[src/rtl/mem_arbiter.sv]
// Two-requester (instruction fetch / data) arbiter for a single shared memory port.
// Round-robin grant, one outstanding access, per-access wait-counter timeout.
module mem_arbiter #(
    parameter int TIMEOUT = 64
) (
    input  logic        clk,
    input  logic        rst,
    input  logic        i_rd,
    input  logic [15:0] i_addr,
    input  logic        d_rd,
    input  logic        d_wr,
    input  logic [15:0] d_addr,
    input  logic [15:0] d_wdata,
    output logic [15:0] i_rdata,
    output logic [15:0] d_rdata,
    output logic        i_done,
    output logic        d_done,
    output logic        i_stall,
    output logic        d_stall,
    output logic        i_err,
    output logic        d_err,
    output logic [15:0] mem_addr,
    output logic [15:0] mem_wdata,
    output logic        mem_rd,
    output logic        mem_wr,
    input  logic [15:0] mem_rdata,
    input  logic        mem_done,
    input  logic        mem_stall,
    input  logic        mem_err
);

    typedef enum logic [1:0] {
        IDLE   = 2'd0,
        BUSY_I = 2'd1,
        BUSY_D = 2'd2
    } state_t;

    localparam logic [7:0] TMO_LAST = 8'(TIMEOUT - 1);

    state_t      state_q, state_d;
    logic        last_d_q, last_d_d;
    logic [7:0]  cnt_q, cnt_d;
    logic [15:0] addr_q, addr_d;
    logic [15:0] wdata_q, wdata_d;
    logic        wr_q, wr_d;

    logic i_req, d_req, grant_d, busy, timeout, finish, own_i, own_d;

    always_comb begin
        i_req   = i_rd;
        d_req   = d_rd | d_wr;
        // On a tie the requester that did not win last time gets the port.
        grant_d = d_req & (~i_req | ~last_d_q);
        busy    = (state_q != IDLE);
        own_i   = (state_q == BUSY_I);
        own_d   = (state_q == BUSY_D);
        timeout = busy & ~mem_done & (cnt_q == TMO_LAST);
        finish  = busy & (mem_done | timeout);
    end

    always_comb begin
        state_d  = state_q;
        last_d_d = last_d_q;
        cnt_d    = cnt_q;
        addr_d   = addr_q;
        wdata_d  = wdata_q;
        wr_d     = wr_q;
        case (state_q)
            IDLE: begin
                if (i_req | d_req) begin
                    cnt_d = 8'd0;
                    if (grant_d) begin
                        state_d  = BUSY_D;
                        last_d_d = 1'b1;
                        addr_d   = d_addr;
                        wdata_d  = d_wdata;
                        wr_d     = d_wr;
                    end else begin
                        state_d  = BUSY_I;
                        last_d_d = 1'b0;
                        addr_d   = i_addr;
                        wdata_d  = 16'd0;
                        wr_d     = 1'b0;
                    end
                end
            end
            BUSY_I, BUSY_D: begin
                // Done cycle always returns to IDLE, so a new grant is at least two cycles away.
                if (finish) begin
                    state_d = IDLE;
                end else begin
                    cnt_d = cnt_q + 8'd1;
                end
            end
            default: state_d = IDLE;
        endcase
    end

    always_ff @(posedge clk or posedge rst) begin
        if (rst) begin
            state_q  <= IDLE;
            last_d_q <= 1'b0;
            cnt_q    <= 8'd0;
            addr_q   <= 16'd0;
            wdata_q  <= 16'd0;
            wr_q     <= 1'b0;
        end else begin
            state_q  <= state_d;
            last_d_q <= last_d_d;
            cnt_q    <= cnt_d;
            addr_q   <= addr_d;
            wdata_q  <= wdata_d;
            wr_q     <= wr_d;
        end
    end

    // Outputs are forced low during reset; stall would otherwise follow the raw requests.
    always_comb begin
        i_rdata   = 16'd0;
        d_rdata   = 16'd0;
        i_done    = 1'b0;
        d_done    = 1'b0;
        i_stall   = 1'b0;
        d_stall   = 1'b0;
        i_err     = 1'b0;
        d_err     = 1'b0;
        mem_addr  = 16'd0;
        mem_wdata = 16'd0;
        mem_rd    = 1'b0;
        mem_wr    = 1'b0;
        if (!rst) begin
            mem_rd    = busy & ~wr_q;
            mem_wr    = busy & wr_q;
            mem_addr  = busy ? addr_q : 16'd0;
            mem_wdata = busy ? wdata_q : 16'd0;
            i_done    = own_i & finish;
            d_done    = own_d & finish;
            i_err     = own_i & (mem_err | timeout);
            d_err     = own_d & (mem_err | timeout);
            i_rdata   = (own_i & mem_done) ? mem_rdata : 16'd0;
            d_rdata   = (own_d & mem_done) ? mem_rdata : 16'd0;
            i_stall   = i_rd & ~i_done;
            d_stall   = (d_rd | d_wr) & ~d_done;
        end
    end

    logic unused_mem_stall;
    assign unused_mem_stall = mem_stall;

endmodule
[config.mk]
export PLATFORM = sky130hd
export DESIGN_NAME = mem_arbiter
export DESIGN_NICKNAME = d
export VERILOG_FILES = /design/src/rtl/mem_arbiter.sv
export SDC_FILE = /design/constraint.sdc
export NUM_CORES = 1
export LEC_CHECK = 0
export CAP_MARGIN = 25
export CORE_MARGIN = 2
export CORE_UTILIZATION = 41
export CTS_CLUSTER_SIZE = 8
export DETAILED_ROUTE_END_ITERATION = 8
export PLACE_DENSITY = 0.92
export SYNTH_ARGS = -nofsm -noshare
export SYNTH_HDL_FRONTEND = slang
export SYNTH_SLANG_ARGS = --single-unit
[constraint.sdc]
create_clock -name clk -period 14 [get_ports clk]
set_input_delay 4.2 -clock clk [delete_from_list [all_inputs] [get_ports clk]]
set_output_delay 4.2 -clock clk [all_outputs]
set_load 0.1 [all_outputs]
### Yosys cells after proc, flatten, opt, wreduce, memory -nomap -nowiden

Cells that the tools add are included.

* $add $sub $neg: 1
* equality and inequality tests: 6
* mux-type cells: 27
* bitwise operators: 25
* reduce and logical (&&, ||, !) cells: 7

Operators by type and width (count)
* 16-bit 2-to-1 mux: 10
* 8-bit 2-to-1 mux: 2
* 8-bit one-hot mux with 2 select lines: 1
* 1-bit AND: 14
* 1-bit 2-to-1 mux: 10
* 8-bit by 1-bit adder with 8-bit output, second input constant: 1
* 8-bit by 6-bit equality test with 1-bit output, second input constant: 1
* 2-bit 2-to-1 mux: 3
* 2-bit != test, second input constant: 3
* 1-bit inverter: 6
* 1-bit bitwise OR: 5
* 2-bit one-hot mux with 2 select lines: 1
* 2-bit AND reduction: 2
* 2-bit nonzero test: 2
* 3-bit AND reduction: 1
* 2-bit by 1-bit equality test with 1-bit output, second input constant: 1
* 2-bit equality test, second input constant: 1
* 2-bit logical NOT: 1
* 2-bit OR reduction: 1

* bits in registers: 44
* input port bits: 72
* output and inout port bits: 72
* word-level logic and storage cells: 72

### Longest topological paths before layout

* depth in word-level cells: 9
* gate-level depth with buffers: 7
* depth with buffers taken out: 6

### Worst setup path before layout

Ideal clock, no wire load.

* path type: input-to-output
* from: input port rst
* to: output port i_stall
* arrival: 7.372 ns
* data required time: 9.800 ns
* slack: 2.428 ns
* stages on the path: 4
* path buffers: 1
* cells stage by stage: inv_1 > clkbuf_1 > nand2_1 > a21oi_1

* cells in the longest elaborated chain, start to end: 1

RTL lines
* start, declared: line 7 `input logic rst,`
* 1-bit 2-to-1 mux: line 131 `if (!rst) begin`
* end, declared: line 18 `output logic i_stall,`

No other way between the ends.

### Worst setup path after layout

* from: input port rst
* to: output port mem_addr[11]

* cells in the longest elaborated chain, start to end: 1

RTL lines
* 16-bit 2-to-1 mux: line 131
* end, declared: line 22 `output logic [15:0] mem_addr,`

No other way between the ends.

==> out/qor.yml <==
rsz0062_at_grt: "no"
antenna_found_initial: 0
powerDensity_mw_per_mm2: 191
critPathRequiredTime_ns: 9.80
grt_pass1_wl_mm: 11.2
core_sq_mm: 0.00589
synthSimpleGateAreaFrac_pct: 23.5
synth_cell_type_count: 36
max_freq_mhz: 92.5
dr.pass1.iters: 6
via_count: 2520
grt_max_degree: 44
post_drt_via_cell_ratio: 5.27
endpoint_kind: "output port"
diodes: 0
clk_latency_ns: 0.29
fp.dieArea_sq_mm: 0.00667
slew_headroom_pct: 33.2
fin_ws_ns: 3.19
dp.cells: 470
timing.setup.tns_ns: 0
routed_wirelength_mm: 7.34
synth.avg_cell_area_sq_um: 9.29
grt_pass1_vias: 2413
rows: 28
status: "completed"
cts_root_buffer: "clkbuf_8"
synthDominantCellAreaShare_pct: 44.5
cts_tree: "built"
ys_seq_elements: 44
die_y_um: 81.7
worst_pin_slew_ns: 0.999
cp.arrival_ns: 6.61
critical_path_class: "primary input to output port"
path_max_fanout: 20
netlist_instances: 266
clk_pin_slew_ns: 0.08
synth_area_sq_mm: 0.00247
syn_nets: 342
synth_top_cell_by_area: "dfrtp_1"
initial_core_util_pct: 42.0
area_growth_pct: 63.1
ys_top_cells_by_area: "dfrtp_1 45%, and2_1 8.4%, a22o_1 6.7%"
drt_iter0_markers: 142
stdcell_count: 478
async_flop_share_pct: 100
synth_compound_area_share_pct: 21.2
ant_nets: 0
track_usage_pct: 21.9
cts_hold_buf: 0
numCtsBuffers: 5
slew_violations: 0
num_io_pins: 144
cap_violations: 0
yosysMostFrequentCell: "dfrtp_1"
clk_path_buf_depth: 2
ys.warnings.count: 0
cts_resized: 0
synth-xor-area-share_pct: 0
post-place-ws_ns: 2.80
cp-start-kind: "primary input"
hp-class: "register to register"
cts.sinks: 44
synth_edf_count: 0
drc_errors: 0
synth_ff_type: "dfrtp_1"
yosys.area_share.adder_pct: 2.02
place_congestion: 0.795
synth-seq-area-share_pct: 44.5
synth_top_family_by_area: "simple AND/OR/NAND/NOR gates"
fin_skew_ns: 0.00473
final-setup-viol-count: 0
die_w_um: 81.7
drive_gt1_share_pct: 5.46
nets: 479
h-tree-depth: 2
cts_setup_buffers: 0
synthMuxAreaShare_pct: 2.43
hold_ws_ns: 0.508
period_share_pct: 77.2
hold_viol: 0
wl_per_cell_um: 15.3
period_minus_slack_ns: 10.81
overflow: 0
multi_input_area_sq_mm: 0.00122
peakVddDrop_uv: 106
p_total_uw: 769
post-dp-hpwl_mm: 5.46
regArea_sq_mm: 0.00110
portBuffers: 142
leakagePower_nw: 1.72
synth_common_cells: "44 x dfrtp_1, 38 x nor2_1, 33 x and2_1, 30 x nand2_1, 21 x inv_1"
fillers: 483
[sequential cells by signal, summed over array words and instances (netlist names)]
name / flops
wdata_q: 16
state_q: 2
addr_q: 16
cnt_q: 8
last_d_q: 1
wr_q: 1
[critical path, stage by stage]
cell and delay [ns]:
clkdlybuf4s50_1 0.48, nor2_2 0.41, buf_8 0.22, and2_1 0.14, clkdlybuf4s50_1 1.15
[worst paths after layout]
path,from,slack [ns],cells past startpoint,endpoint
worst min register to register,addr_q[2]$_DFFE_PP0P_,0.51,2,addr_q[2]$_DFFE_PP0P_
worst max-delay path,rst,3.19,5,mem_addr[11]
max in group asynchronous,rst,8.82,3,cnt_q[1]$_DFFE_PP0P_
worst min-delay path,addr_q[2]$_DFFE_PP0P_,0.51,2,addr_q[2]$_DFFE_PP0P_
min in group asynchronous,rst,4.37,2,state_q[1]$_DFFE_PP0P_
worst max register to register,state_q[0]$_DFFE_PP0P_,11.95,7,cnt_q[4]$_DFFE_PP0P_
[power breakdown]
group / total (mW) / internal [mW] / switching, mW
clock: 0.0734 / 0.0339 / 0.0395
sequential: 0.216 / 0.182 / 0.0336
combinational: 0.480 / 0.147 / 0.333
[metal layers]
metal  up-vias  part of all wire (%)  track usage, %
li1       1198                     -               -
met1      1231                    39            24.4
met2        81                    53            40.7
met3        10                   5.8            5.38
met4         0                   1.5            7.00
met5         -                     0               0
[cells by family (layout without fill, tap and decap cells)]
kind of cell	Yosys count	in the layout
compound gates	55	55
fa+ha+maj	4	4
buf+inv	38	175
flops	44	44
mux	6	6
simple gates	119	119
[final cells by class]
cell class	count	share of cell area (%)
multi-input combinational	184	30.2
clock inverter	1	0.124
sequential	44	27.3
tap	75	2.33
inverter	22	2.05
timing repair buffer	146	36.2
clock buffer	6	1.80
[metrics by stage]
step	utilization [%]	instance area [sq um]
global placement	66.9	3940
finish	68.5	4030
CTS	68.2	4020
global route	68.5	4030
floorplan	-	2470
detailed placement	66.9	3940
[placed cells by master (no fill, tap or decap), types with 2 or more instances in the layout]
master,count
nor2_2,2
a222oi_1,16
ha_1,4
nand3_1,4
inv_2,2
clkdlybuf4s50_1,142
inv_1,20
dfrtp_1,44
buf_4,3
nand2_1,30
and2_1,33
clkbuf_8,5
nor3_1,2
a22o_1,19
nand2b_1,7
nor2_1,37
mux2i_1,6
a21oi_1,6
Note: power is estimated with default switching activity, not from simulation.
